$ cat config.mk
export PLATFORM = sky130hd
export DESIGN_NAME = sr_word_framer_flat
export DESIGN_NICKNAME = d
export VERILOG_FILES = /design/src/rtl/sr_framer_pkg.sv /design/src/rtl/sr_word_framer_if.sv /design/src/rtl/sr_word_hold.sv /design/src/rtl/sr_word_framer.sv /design/src/flat_wrapper.sv
export SDC_FILE = /design/constraint.sdc
export NUM_CORES = 1
export LEC_CHECK = 0
export CAP_MARGIN = 20
export CELL_PAD_IN_SITES_DETAIL_PLACEMENT = 1
export CELL_PAD_IN_SITES_GLOBAL_PLACEMENT = 1
export CORE_AREA = 2 2 50 52
export CTS_BUF_LIST = sky130_fd_sc_hd__clkbuf_4
export DETAILED_ROUTE_END_ITERATION = 8
export DIE_AREA = 0 0 52 54
export DONT_BUFFER_PORTS = 1
export GPL_ROUTABILITY_DRIVEN = 0
export PLACE_DENSITY = 0.83
export SLEW_MARGIN = 20
export SYNTH_ARGS = -nofsm -noshare
export SYNTH_HDL_FRONTEND = slang
export SYNTH_SLANG_ARGS = --single-unit
$ cat constraint.sdc
create_clock -name clk -period 3.6 [get_ports clk]
set_input_delay 0.36 -clock clk [delete_from_list [all_inputs] [get_ports clk]]
set_output_delay 0.36 -clock clk [all_outputs]
set_load 0.1 [all_outputs]
$ cat src/rtl/sr_framer_pkg.sv
// Shared types and constants for the shift-register word framer.
// The optional statistics counters are enabled with SR_FRAMER_STATS_EN.
package sr_framer_pkg;

   typedef enum logic {
      HUNT    = 1'b0,
      COLLECT = 1'b1
   } state_t;

   localparam logic [15:0] SYNC_DEFAULT = 16'hA5C3;
   localparam int          CNT_W        = 16;

   // Saturating increment used by the statistics counters.
   function automatic logic [CNT_W-1:0] sat_inc(input logic [CNT_W-1:0] v);
      return (v == '1) ? v : v + 1'b1;
   endfunction

endpackage

$ cat src/rtl/sr_word_framer_if.sv
// Bus between the framer and its surroundings: shift-register taps, word handshake, status.
// word_cnt/drop_cnt exist only when SR_FRAMER_STATS_EN is defined.
interface sr_word_framer_if #(
   parameter int MSB = 16
);
   import sr_framer_pkg::*;

   logic           sr_en;
   logic           sr_dir;
   logic [MSB-1:0] sr_out;
   logic [MSB-1:0] word;
   logic           word_valid;
   logic           word_ready;
   logic           locked;
   logic           overflow;
   logic           ovf_clr;
`ifdef SR_FRAMER_STATS_EN
   logic [CNT_W-1:0] word_cnt;
   logic [CNT_W-1:0] drop_cnt;
`endif

   modport master (
      input  sr_en, sr_dir, sr_out, word_ready, ovf_clr,
`ifdef SR_FRAMER_STATS_EN
      output word_cnt, drop_cnt,
`endif
      output word, word_valid, locked, overflow
   );

   modport slave (
      output sr_en, sr_dir, sr_out, word_ready, ovf_clr,
`ifdef SR_FRAMER_STATS_EN
      input  word_cnt, drop_cnt,
`endif
      input  word, word_valid, locked, overflow
   );

endinterface

$ cat src/rtl/sr_word_hold.sv
// One-entry hold register for framed words: valid/ready handshake, drop detection, sticky overflow.
// Handshake and drop counters are present only when SR_FRAMER_STATS_EN is defined.
module sr_word_hold
   import sr_framer_pkg::*;
#(
   parameter int MSB = 16
) (
   input  logic             clk,
   input  logic             rstn,
   input  logic             capture,
   input  logic [MSB-1:0]   data,
   input  logic             word_ready,
   input  logic             ovf_clr,
`ifdef SR_FRAMER_STATS_EN
   output logic [CNT_W-1:0] word_cnt,
   output logic [CNT_W-1:0] drop_cnt,
`endif
   output logic [MSB-1:0]   word,
   output logic             word_valid,
   output logic             overflow
);

   logic accept;
   logic load;
   logic drop;

   // A capture may reuse the slot on the same edge the old word is accepted.
   assign accept = word_valid && word_ready;
   assign load   = capture && (!word_valid || word_ready);
   assign drop   = capture && word_valid && !word_ready;

   // NOTE: all state below updates with <= so every register samples pre-edge values.
   always_ff @(posedge clk or negedge rstn) begin
      if (!rstn) begin
         word       <= '0;
         word_valid <= 1'b0;
         overflow   <= 1'b0;
      end else begin
         if (load) begin
            word       <= data;
            word_valid <= 1'b1;
         end else if (accept) begin
            word_valid <= 1'b0;
         end

         // A drop in the same cycle as a clear keeps the flag set.
         if (drop) begin
            overflow <= 1'b1;
         end else if (ovf_clr) begin
            overflow <= 1'b0;
         end
      end
   end

`ifdef SR_FRAMER_STATS_EN
   always_ff @(posedge clk or negedge rstn) begin
      if (!rstn) begin
         word_cnt <= '0;
         drop_cnt <= '0;
      end else begin
         if (accept) word_cnt <= sat_inc(word_cnt);
         if (drop)   drop_cnt <= sat_inc(drop_cnt);
      end
   end
`endif

endmodule

$ cat src/rtl/sr_word_framer.sv
// Locks onto SYNC in the shifted stream, then frames every MSB further shifts into a word.
// Build with SR_FRAMER_STATS_EN for saturating handshake/drop counters on the bus.
module sr_word_framer
   import sr_framer_pkg::*;
#(
   parameter int             MSB  = 16,
   parameter logic [MSB-1:0] SYNC = MSB'(SYNC_DEFAULT)
) (
   input logic            clk,
   input logic            rstn,
   sr_word_framer_if.master bus
);

   localparam int                CNT_BW = (MSB > 1) ? $clog2(MSB) : 1;
   localparam logic [CNT_BW-1:0] LAST   = CNT_BW'(MSB - 1);

   state_t            state;
   logic [CNT_BW-1:0] bit_cnt;
   logic              en_q;
   logic              dir_q;
   logic              dir_flip;
   logic              capture;

   // en_q marks the cycle in which sr_out holds the value produced by the previous shift.
   assign dir_flip = bus.sr_en && (bus.sr_dir != dir_q);
   assign capture  = (state == COLLECT) && en_q && (bit_cnt == LAST);

   always_ff @(posedge clk or negedge rstn) begin
      if (!rstn) begin
         state      <= HUNT;
         bus.locked <= 1'b0;
         bit_cnt    <= '0;
         en_q       <= 1'b0;
         dir_q      <= 1'b0;
      end else begin
         en_q <= bus.sr_en;
         if (bus.sr_en) dir_q <= bus.sr_dir;

         case (state)
            HUNT: begin
               if (en_q && (bus.sr_out == SYNC)) begin
                  state      <= COLLECT;
                  bus.locked <= 1'b1;
                  bit_cnt    <= '0;
               end
            end
            COLLECT: begin
               // A completed word is still captured; only the partial count is abandoned.
               if (dir_flip) begin
                  state      <= HUNT;
                  bus.locked <= 1'b0;
                  bit_cnt    <= '0;
               end else if (en_q) begin
                  bit_cnt <= (bit_cnt == LAST) ? '0 : bit_cnt + 1'b1;
               end
            end
         endcase
      end
   end

   sr_word_hold #(
      .MSB (MSB)
   ) u_hold (
      .clk        (clk),
      .rstn       (rstn),
      .capture    (capture),
      .data       (bus.sr_out),
      .word_ready (bus.word_ready),
      .ovf_clr    (bus.ovf_clr),
`ifdef SR_FRAMER_STATS_EN
      .word_cnt   (bus.word_cnt),
      .drop_cnt   (bus.drop_cnt),
`endif
      .word       (bus.word),
      .word_valid (bus.word_valid),
      .overflow   (bus.overflow)
   );

endmodule

$ cat src/flat_wrapper.sv
// flat-port wrapper written by rule: the top's interface ports become plain ports
module sr_word_framer_flat import sr_framer_pkg::*;
#(
   parameter int             MSB  = 16,
   parameter logic [MSB-1:0] SYNC = MSB'(SYNC_DEFAULT)
)
  (clk, rstn, bus_sr_en, bus_sr_dir, bus_sr_out, bus_word_ready, bus_ovf_clr, bus_word, bus_word_valid, bus_locked, bus_overflow);
  sr_word_framer_if #(.MSB(MSB)) bus_i ();
  input logic clk;
  input logic rstn;
  input wire logic [$bits(bus_i.sr_en)-1:0] bus_sr_en;
  input wire logic [$bits(bus_i.sr_dir)-1:0] bus_sr_dir;
  input wire logic [$bits(bus_i.sr_out)-1:0] bus_sr_out;
  input wire logic [$bits(bus_i.word_ready)-1:0] bus_word_ready;
  input wire logic [$bits(bus_i.ovf_clr)-1:0] bus_ovf_clr;
  output wire logic [$bits(bus_i.word)-1:0] bus_word;
  output wire logic [$bits(bus_i.word_valid)-1:0] bus_word_valid;
  output wire logic [$bits(bus_i.locked)-1:0] bus_locked;
  output wire logic [$bits(bus_i.overflow)-1:0] bus_overflow;
  assign bus_i.sr_en = bus_sr_en;
  assign bus_i.sr_dir = bus_sr_dir;
  assign bus_i.sr_out = bus_sr_out;
  assign bus_i.word_ready = bus_word_ready;
  assign bus_i.ovf_clr = bus_ovf_clr;
  assign bus_word = bus_i.word;
  assign bus_word_valid = bus_i.word_valid;
  assign bus_locked = bus_i.locked;
  assign bus_overflow = bus_i.overflow;
  sr_word_framer #(.MSB(MSB), .SYNC(SYNC)) u_core (.clk(clk), .rstn(rstn), .bus(bus_i));
endmodule
==> reports/metrics.csv, run 1 <==
metric,value,unit
maxCapViolCount,0,
multiInputGateArea,494,um^2
syn2layout_area_growth,7.72,%
avgSynthCellArea,13.7,um^2
grt_pass1_vias,736,
path_clk_slew,130,ps
cts_resized,0,
syn_inst,85,
gr-total-overflow,0,
first_pass_iters,4,
cts_hold_buf,2,
die_w,52,um
grt_pass1_wl,3.50,mm
cts_buffer_depth,2,
yosysSeqAreaShare,0.557,
wl_per_cell,18.5,um
synthMuxAreaShare,0.196,
fin_setup_tns,0,ps
preCtsSetupSlack,1920,ps
hold_class,in2reg,
synth_simple_gate_area_frac,0.137,
mostFrequentLayoutCells,"dfrtp_1, mux2_4, nand2_1",
avgViaCountPerCell,5.75,
core,2320,um^2
final_common_cell,dfrtp_1,
required,3810,ps
cts_tree,done,
powerDensity,344,nW/um^2
regArea,651,um^2
rows,18,
drt_iter0_markers,3,
slew_violations,0,
groute.usage.overall,0.173,
hold_violations,0,
n_antenna_cell,0,
finalSetupViolCount,0,
synth_compound_area_frac,0.0718,
period_share,0.473,
max_freq,587,MHz
clkLatencyLatePin,310,ps
synth_area_leaders,"dfrtp_1, mux2_4, mux2_2",
relSlewSlack,0.371,
place.port_buffers,0,
detail-route-antenna-nets,0,
synth_nets,108,
die_h,54,um
start_kind,register,
synth_top_family_by_area,multiplexers,
clock-root-buffer,clkbuf_4,
antenna_found_initial,0,
numCtsBuffers,3,
place_hpwl,1.69,mm
initial_utilization,0.503,
criticalPathCategory,reg2reg,
period_minus_slack,1700,ps
drc,0,
clockPowerShare,0.280,
wirelength,2.24,mm
synthXorXnorAreaFrac,0.00750,
p_int,342,uW
p_sw_frac,0.210,
path_max_fanout,16,
ys_ff_latch,26,
grt_max_degree,27,
status,"complete, no violations",
peakVddDrop,0.165,mV
post-cts-setup-buffers,0,
switching_power,91.2,uW
clock-sinks,26,
pwr-share-seq,0.683,
p_comb_frac,0.037,
post-route-util,0.542,
drive_above_1_share,0.308,
ys.warnings.count,0,
io_pins,41,
synth_top_area_frac,0.557,
netlist_area,1170,um^2
worst_ep_arrival_time,1910,ps
synth_fa_ha_area_frac,0.0107,
die_area,2810,um^2
fillers,231,
nets,115,
worst_pin_slew,943,ps
synth_cell_types,27,
vias,696,
htree_num_levels,1,
p_leak,0.642,nW
clock_skew,2.20,ps
rsz0062_at_grt,false,
worst_setup_path_end_kind,register,
setup_ws,1900,ps
synth_top_cell_by_area,dfrtp_1,
area by class of cell:
| class | count | share of cell area |
|---|---|---|
| sequential | 26 | 0.517 |
| inverter | 3 | 0.00896 |
| clock inverter | 1 | 0.00299 |
| multi-input combinational | 55 | 0.393 |
| clock buffer | 3 | 0.0179 |
| tap | 30 | 0.0299 |
| timing repair buffer | 3 | 0.0299 |
through the flow:
| step | cell area, um^2 | std cells | hold WS [ps] | power [mW] |
|---|---|---|---|---|
| 2_1_floorplan | 1170 | 85 | 64.4 | 0.307 |
| 3_3_place_gp | 1200 | 115 | 65.3 | 0.309 |
| 3_5_place_dp | 1200 | 115 | 65.2 | 0.309 |
| 4_1_cts | 1260 | 121 | 49.6 | 0.440 |
| 5_1_grt | 1260 | 121 | 21.8 | 0.456 |
| 6_report | 1260 | 121 | 60.2 | 0.433 |
registers in the layout, summed over array words and instances, names as in the netlist:
signal                    cells
u_core.dir_q                  1
u_core.state                  1
u_core.bit_cnt                4
u_core.bus.locked             1
u_core.u_hold.word_valid      1
u_core.u_hold.word           16
u_core.en_q                   1
u_core.u_hold.overflow        1
worst max-delay path, cell delays in order, from the launching register on:
cell and delay, ps:
dfrtp_1 390, buf_4 230, nand2b_1 210, nand4_4 350, mux2_4 420
power by group through the flow:
stage	Sequential (mW)	Clock (mW)	Combinational [mW]
4_1_cts	0.296	0.127	0.0166
6_report	0.296	0.121	0.0162
5_1_grt	0.296	0.141	0.0185
2_1_floorplan	0.301	0	0.00647
3_3_place_gp	0.301	0	0.00713
3_5_place_dp	0.301	0	0.00741
logic make-up (layout without fill, tap and decap cells):
logic type,Yosys count,count (layout)
mux,17,17
simple gates,23,23
xor+xnor,1,1
fa+ha+maj,1,1
compound gates,13,13
flops,26,26
buf+inv,4,10
synthesized netlist by cell type:
cell      instances
dfrtp_1          26
mux2_4           10
nand2_1           9
mux2_2            7
o21ai_0           4
inv_1             3
nand3_1           3
o31ai_1           3
and4bb_2          2
a21o_1            1
a21oi_1           1
a21oi_2           1
and3_1            1
and3_4            1
buf_6             1
ha_1              1
nand2b_1          1
nand4_1           1
nand4_4           1
nand4b_1          1
nor2_1            1
nor3b_1           1
nor4b_2           1
o21ai_1           1
o22ai_1           1
o41ai_1           1
xnor2_1           1
metal layers:
layer,up-vias,track usage,part of all wire
li1,321,-,-
met1,346,0.222,0.44
met2,27,0.287,0.48
met3,2,0.0444,0.072
met4,0,0.0526,0.0085
met5,-,0,0
path summary, 6_finish.rpt:
check                                          from                      to  slack, ps  cells past startpoint
max                        u_core.u_hold.word_valid   u_core.u_hold.word[6]       1900                      4
min                                       bus_sr_en             u_core.en_q         60                      0
max reg2reg                u_core.u_hold.word_valid   u_core.u_hold.word[6]       1900                      4
min reg2reg                       u_core.bit_cnt[3]       u_core.bit_cnt[3]        540                      1
max in group asynchronous                      rstn  u_core.u_hold.word[11]       2990                      2
min in group asynchronous                      rstn   u_core.u_hold.word[6]        460                      2
No activity file was read; power rests on OpenSTA's default activity.
==> run 2: changes to the inputs <==
CORE_AREA = 2 2 52 54   (was 2 2 50 52)
DIE_AREA = 0 0 54 56   (was 0 0 52 54)
PLACE_DENSITY = 0.77   (was 0.83)
clock period = 1.71 ns   (was 3.6 ns; I/O delays follow)
==> run 2 against run 1 <==
Against the previous run:
- die area up 7.7%
- total power up 120%
- clock power up 130%
- register-to-register slack worse by 1800 ps
- clock skew up 1.5 ps
- largest power group unchanged
- non-clock buffer count up 38
- clock-buffer cell count unchanged
- via count up 23%
- sequential cell count unchanged
- combinational power rose to 4.5 times the previous value
==> reports/metrics.csv, run 2 (synthesized netlist as in run 1, its figures left out) <==
metric,value,unit
status,"complete, no violations",
path_cells,ha_1 -> nand4_4 -> buf_4 -> mux2_2,
core,2430,um^2
path_clk_slew,140,ps
vias,858,
p_sw_frac,0.228,
gr-total-overflow,0,
max_freq,604,MHz
die_w,54,um
rsz0062_at_grt,false,
p_int,749,uW
fillers,244,
numCtsBuffers,3,
clock-sinks,26,
grt_pass1_wl,5.23,mm
clock-root-buffer,clkbuf_4,
post-route-util,0.656,
worst_setup_path_end_kind,register,
n_antenna_cell,0,
hold_violations,0,
required,1940,ps
period_share,0.968,
cts_tree,done,
cp_slowest_cell,dfrtp_1,
preCtsSetupSlack,107,ps
clockPowerShare,0.284,
peakVddDrop,0.421,mV
groute.usage.overall,0.249,
top_regs,"u_core.u_hold.word x16, u_core.bit_cnt x4",
p_comb_frac,0.074,
clkLatencyLatePin,330,ps
place_hpwl,1.95,mm
final_common_cell,dfrtp_1,
relSlewSlack,0.755,
critPathMaxStageDelay,460,ps
antenna_found_initial,0,
powerDensity,608,nW/um^2
grt_pass1_vias,1034,
cp_top_family,flip-flops,
setup_ws,54.7,ps
die_h,56,um
nets,153,
drt_iter0_markers,13,
htree_num_levels,1,
avgViaCountPerCell,5.40,
top_register,u_core.u_hold.word,
start_kind,register,
hold_slack,68.9,ps
critPathBufInv,1,
mostFrequentLayoutCells,"dfrtp_1, dlygate4sd3_1, buf_4",
p_leak,0.823,nW
period_minus_slack,1660,ps
post-cts-setup-buffers,0,
io_pins,41,
worst_ep_arrival_time,1880,ps
slew_violations,0,
place.port_buffers,0,
fin_setup_tns,0,ps
worst_pin_slew,367,ps
drc,0,
drive_above_1_share,0.380,
clock_skew,3.67,ps
detail-route-antenna-nets,0,
wirelength,3.28,mm
initial_utilization,0.480,
hold_class,in2reg,
criticalPathCategory,reg2reg,
finalSetupViolCount,0,
switching_power,221,uW
maxCapViolCount,0,
syn2layout_area_growth,36.7,%
rows,18,
path_max_fanout,16,
die_area,3020,um^2
pwr-share-seq,0.642,
first_pass_iters,4,
grt_max_degree,27,
wl_per_cell,20.6,um
largest_reg_flops,16,
cts_buffer_depth,2,
==> run 2: cell types whose count changed in the layout (fill, tap and decap cells not counted) <==
cell,previous run,this run
o21ai_1,1,0
dlygate4sd3_1,1,20
buf_4,1,20
dfrtp_1,26,25
dfrtp_2,0,1
o21ai_2,0,1
==> run 2: repair_timing <==
item / in CTS / in global routing
setup endpoints to repair: 0 / 2
hold buffers: 21 / 0
resized for setup: 0 / 1
endpoints found under the hold margin: 45 / 0
==> run 2: layout make-up <==
cell class                 count  area (um^2)  share of cell area
sequential                    26          652               0.409
multi-input combinational     55          498               0.312
timing repair buffer          41          370               0.232
tap                           30         37.5              0.0235
clock buffer                   3         22.5              0.0141
inverter                       3         11.3             0.00706
clock inverter                 1         3.75             0.00235
==> run 2: per-layer routing <==
| layer | up-vias | global-route usage | wire length (um) |
|---|---|---|---|
| li1 | 393 | - | - |
| met5 | - | 0 | 0 |
| met1 | 426 | 0.248 | 1170 |
| met2 | 32 | 0.476 | 1860 |
| met3 | 7 | 0.0349 | 167 |
| met4 | 0 | 0.114 | 82 |
==> run 2: final timing paths <==
path	startpoint	to	slack, ps	cells past startpoint
min	bus_sr_en	u_core.bus.locked	70	3
max in group asynchronous	rstn	u_core.u_hold.word_valid	1300	2
max reg2reg	u_core.bit_cnt[0]	u_core.u_hold.word[15]	50	4
min reg2reg	u_core.u_hold.word[10]	u_core.u_hold.word[10]	540	1
min in group asynchronous	rstn	u_core.u_hold.word_valid	260	2
max	u_core.bit_cnt[0]	u_core.u_hold.word[15]	50	4
==> run 2: per-stage QoR <==
stage / cell area, um^2 / power, mW / instances
final: 1600 / 0.970 / 159
after global routing: 1600 / 1.01 / 159
after global placement: 1350 / 0.649 / 134
after CTS: 1590 / 0.974 / 159
after floorplan: 1170 / 0.647 / 85
after detailed placement: 1350 / 0.650 / 134
==> run 2: worst register-to-register path, delay by kind of cell, from the launching register on <==
family        cells  cell delay [ps]
flops             1              460
mux               1              380
fa+ha+maj         1              330
buf+inv           1              280
simple gates      1              100
==> run 2: power by group through the flow <==
stage | registers [mW] | clock network (mW) | logic (mW)
floorplan | 0.634 | 0 | 0.0136
CTS | 0.623 | 0.280 | 0.0710
global route | 0.624 | 0.305 | 0.0790
finish | 0.623 | 0.275 | 0.0721
global placement | 0.634 | 0 | 0.0152
detailed placement | 0.634 | 0 | 0.0158
==> run 3: changes to the inputs <==
PLACE_DENSITY = 0.79   (was 0.77)
SYNTH_HIERARCHICAL = 1   (was unset)
==> run 3 against run 2 <==
Against the previous run:
- clock-buffer cell count unchanged
- combinational power increased by 18%
- area after synthesis increased by 2.9%
- wire length grew 5.9%
- synthesized cell count is 1.2% higher
==> reports/metrics.csv, run 3 <==
metric,value,unit
hold_class,in2reg,
p_int,753,uW
switching_power,221,uW
relSlewSlack,0.615,
synth-edff-count,0,
powerDensity,590,nW/um^2
worst_setup_path_end_kind,register,
avgSynthCellArea,14.0,um^2
pwr-share-seq,0.639,
die_area,3020,um^2
grt_pass1_wl,5.29,mm
cts_buffer_depth,2,
min_from,bus_word_ready,
worst_ep_arrival_time,1850,ps
drc,0,
groute.usage.overall,0.253,
setup_ws,75.2,ps
clkLatencyLatePin,320,ps
place_hpwl,1.95,mm
clockPowerShare,0.273,
synth_top_area_frac,0.542,
core,2430,um^2
syn_inst,86,
synth_top_cell_by_area,dfrtp_1,
ys.warnings.count,6,
htree_num_levels,1,
avgViaCountPerCell,5.60,
largest_reg_flops,16,
p_sw_frac,0.227,
detail-route-antenna-nets,0,
synth_most_common_cell,dfrtp_1,
grt_max_degree,27,
io_pins,41,
maxCapViolCount,0,
worst_pin_slew,576,ps
finalSetupViolCount,0,
start_kind,register,
ys_ff_latch,26,
synth_nets,109,
peakVddDrop,0.512,mV
slew_violations,0,
preCtsSetupSlack,51.4,ps
period_share,0.956,
cts_tree,done,
n_antenna_cell,0,
die_h,56,um
synthArstFlopShare,1.00,
place.port_buffers,0,
period_minus_slack,1630,ps
antenna_found_initial,0,
final_common_cell,dfrtp_1,
synthFlopType,dfrtp_1,
wl_per_cell,21.3,um
status,"complete, no violations",
hold_violations,0,
yosysSeqAreaShare,0.542,
numCtsBuffers,3,
max_freq,612,MHz
path_clk_slew,140,ps
p_comb_frac,0.087,
top_register,u_core/u_hold/word,
path_max_fanout,8,
netlist_area,1200,um^2
fillers,247,
wirelength,3.48,mm
r2r_start,u_core/bit_cnt[1],
clock_skew,4.46,ps
hold_slack,81.5,ps
grt_pass1_vias,1080,
synth_cell_types,26,
fin_setup_tns,0,ps
nets,157,
vias,912,
rsz0062_at_grt,false,
drt_iter0_markers,11,
synth_area_leaders,"dfrtp_1, mux2_4, mux2_2",
p_leak,0.816,nW
criticalPathCategory,reg2reg,
top_regs,"u_core/u_hold/word x16, u_core/bit_cnt x4",
clock-root-buffer,clkbuf_4,
clock-sinks,26,
mostFrequentLayoutCells,"dfrtp_1, buf_4, dlygate4sd3_1",
die_w,54,um
rows,18,
syn2layout_area_growth,37.4,%
initial_utilization,0.494,
drive_above_1_share,0.398,
first_pass_iters,4,
required,1930,ps
worstSetupStartpoint,u_core/bit_cnt[1],
yosys-top-cells-count,"dfrtp_1, mux2_4, mux2_2, nand2_1",
gr-total-overflow,0,
## run 3: worst max-delay path: stages (launching register included)
cell	delay [ps]
dfrtp_1	430
ha_1	230
nand3_1	180
nor2_4	210
nand2_4	150
mux2_4	330
## run 3: repair_timing
item / in CTS / in global routing
hold endpoints to repair: 45 / 0
setup endpoints to repair: 0 / 16
resized for setup: 0 / 3
buffers inserted: 0 / 2
hold buffers: 21 / 0
## run 3: path summary, 6_finish.rpt
| kind | endpoint | cells past startpoint | slack (ps) |
|---|---|---|---|
| max reg2reg | u_core/u_hold/word[13] | 5 | 80 |
| min | u_core/u_hold/word_valid | 2 | 80 |
| min in group asynchronous | u_core/u_hold/word[3] | 2 | 270 |
| max in group asynchronous | u_core/u_hold/word_valid | 2 | 1280 |
| min reg2reg | u_core/u_hold/word[11] | 1 | 540 |
| max | u_core/u_hold/word[13] | 5 | 80 |
## run 3: power groups by stage
stage          clock network [mW]  logic (mW)  registers, mW
2_1_floorplan                   0      0.0218          0.633
3_3_place_gp                    0      0.0251          0.634
3_5_place_dp                    0      0.0271          0.634
4_1_cts                     0.276      0.0826          0.622
5_1_grt                     0.307      0.0925          0.623
6_report                    0.266      0.0852          0.623
## run 3: cells by family (layout without fill, tap and decap cells)
| kind of cell | Yosys count | after routing | synth area share |
|---|---|---|---|
| xor+xnor | 1 | 1 | 0.00729 |
| fa+ha+maj | 1 | 1 | 0.0104 |
| simple gates | 24 | 25 | 0.145 |
| buf+inv | 4 | 50 | 0.0260 |
| flops | 26 | 26 | 0.542 |
| mux | 18 | 18 | 0.203 |
| compound gates | 12 | 12 | 0.0667 |
## run 3: area by class of cell
class | instances | area [um^2] | area share
clock buffer | 3 | 22.5 | 0.0136
clock inverter | 1 | 3.75 | 0.00227
inverter | 3 | 11.3 | 0.00682
multi-input combinational | 57 | 538 | 0.326
sequential | 26 | 652 | 0.395
tap | 30 | 37.5 | 0.0227
timing repair buffer | 43 | 385 | 0.234
## run 3: metal layers
layer,up-vias,share of wire,GRT usage
li1,412,-,-
met1,450,0.36,0.243
met2,38,0.55,0.462
met3,12,0.053,0.0645
met4,0,0.039,0.139
met5,-,0,0
## run 3: stage by stage
stage / area, um^2 / std cells / util / total power, mW
floorplan: 1200 / 86 / - / 0.655
global placement: 1370 / 135 / 0.563 / 0.659
detailed placement: 1370 / 135 / 0.563 / 0.661
CTS: 1620 / 160 / 0.665 / 0.981
global route: 1650 / 163 / 0.678 / 1.02
finish: 1650 / 163 / 0.678 / 0.973
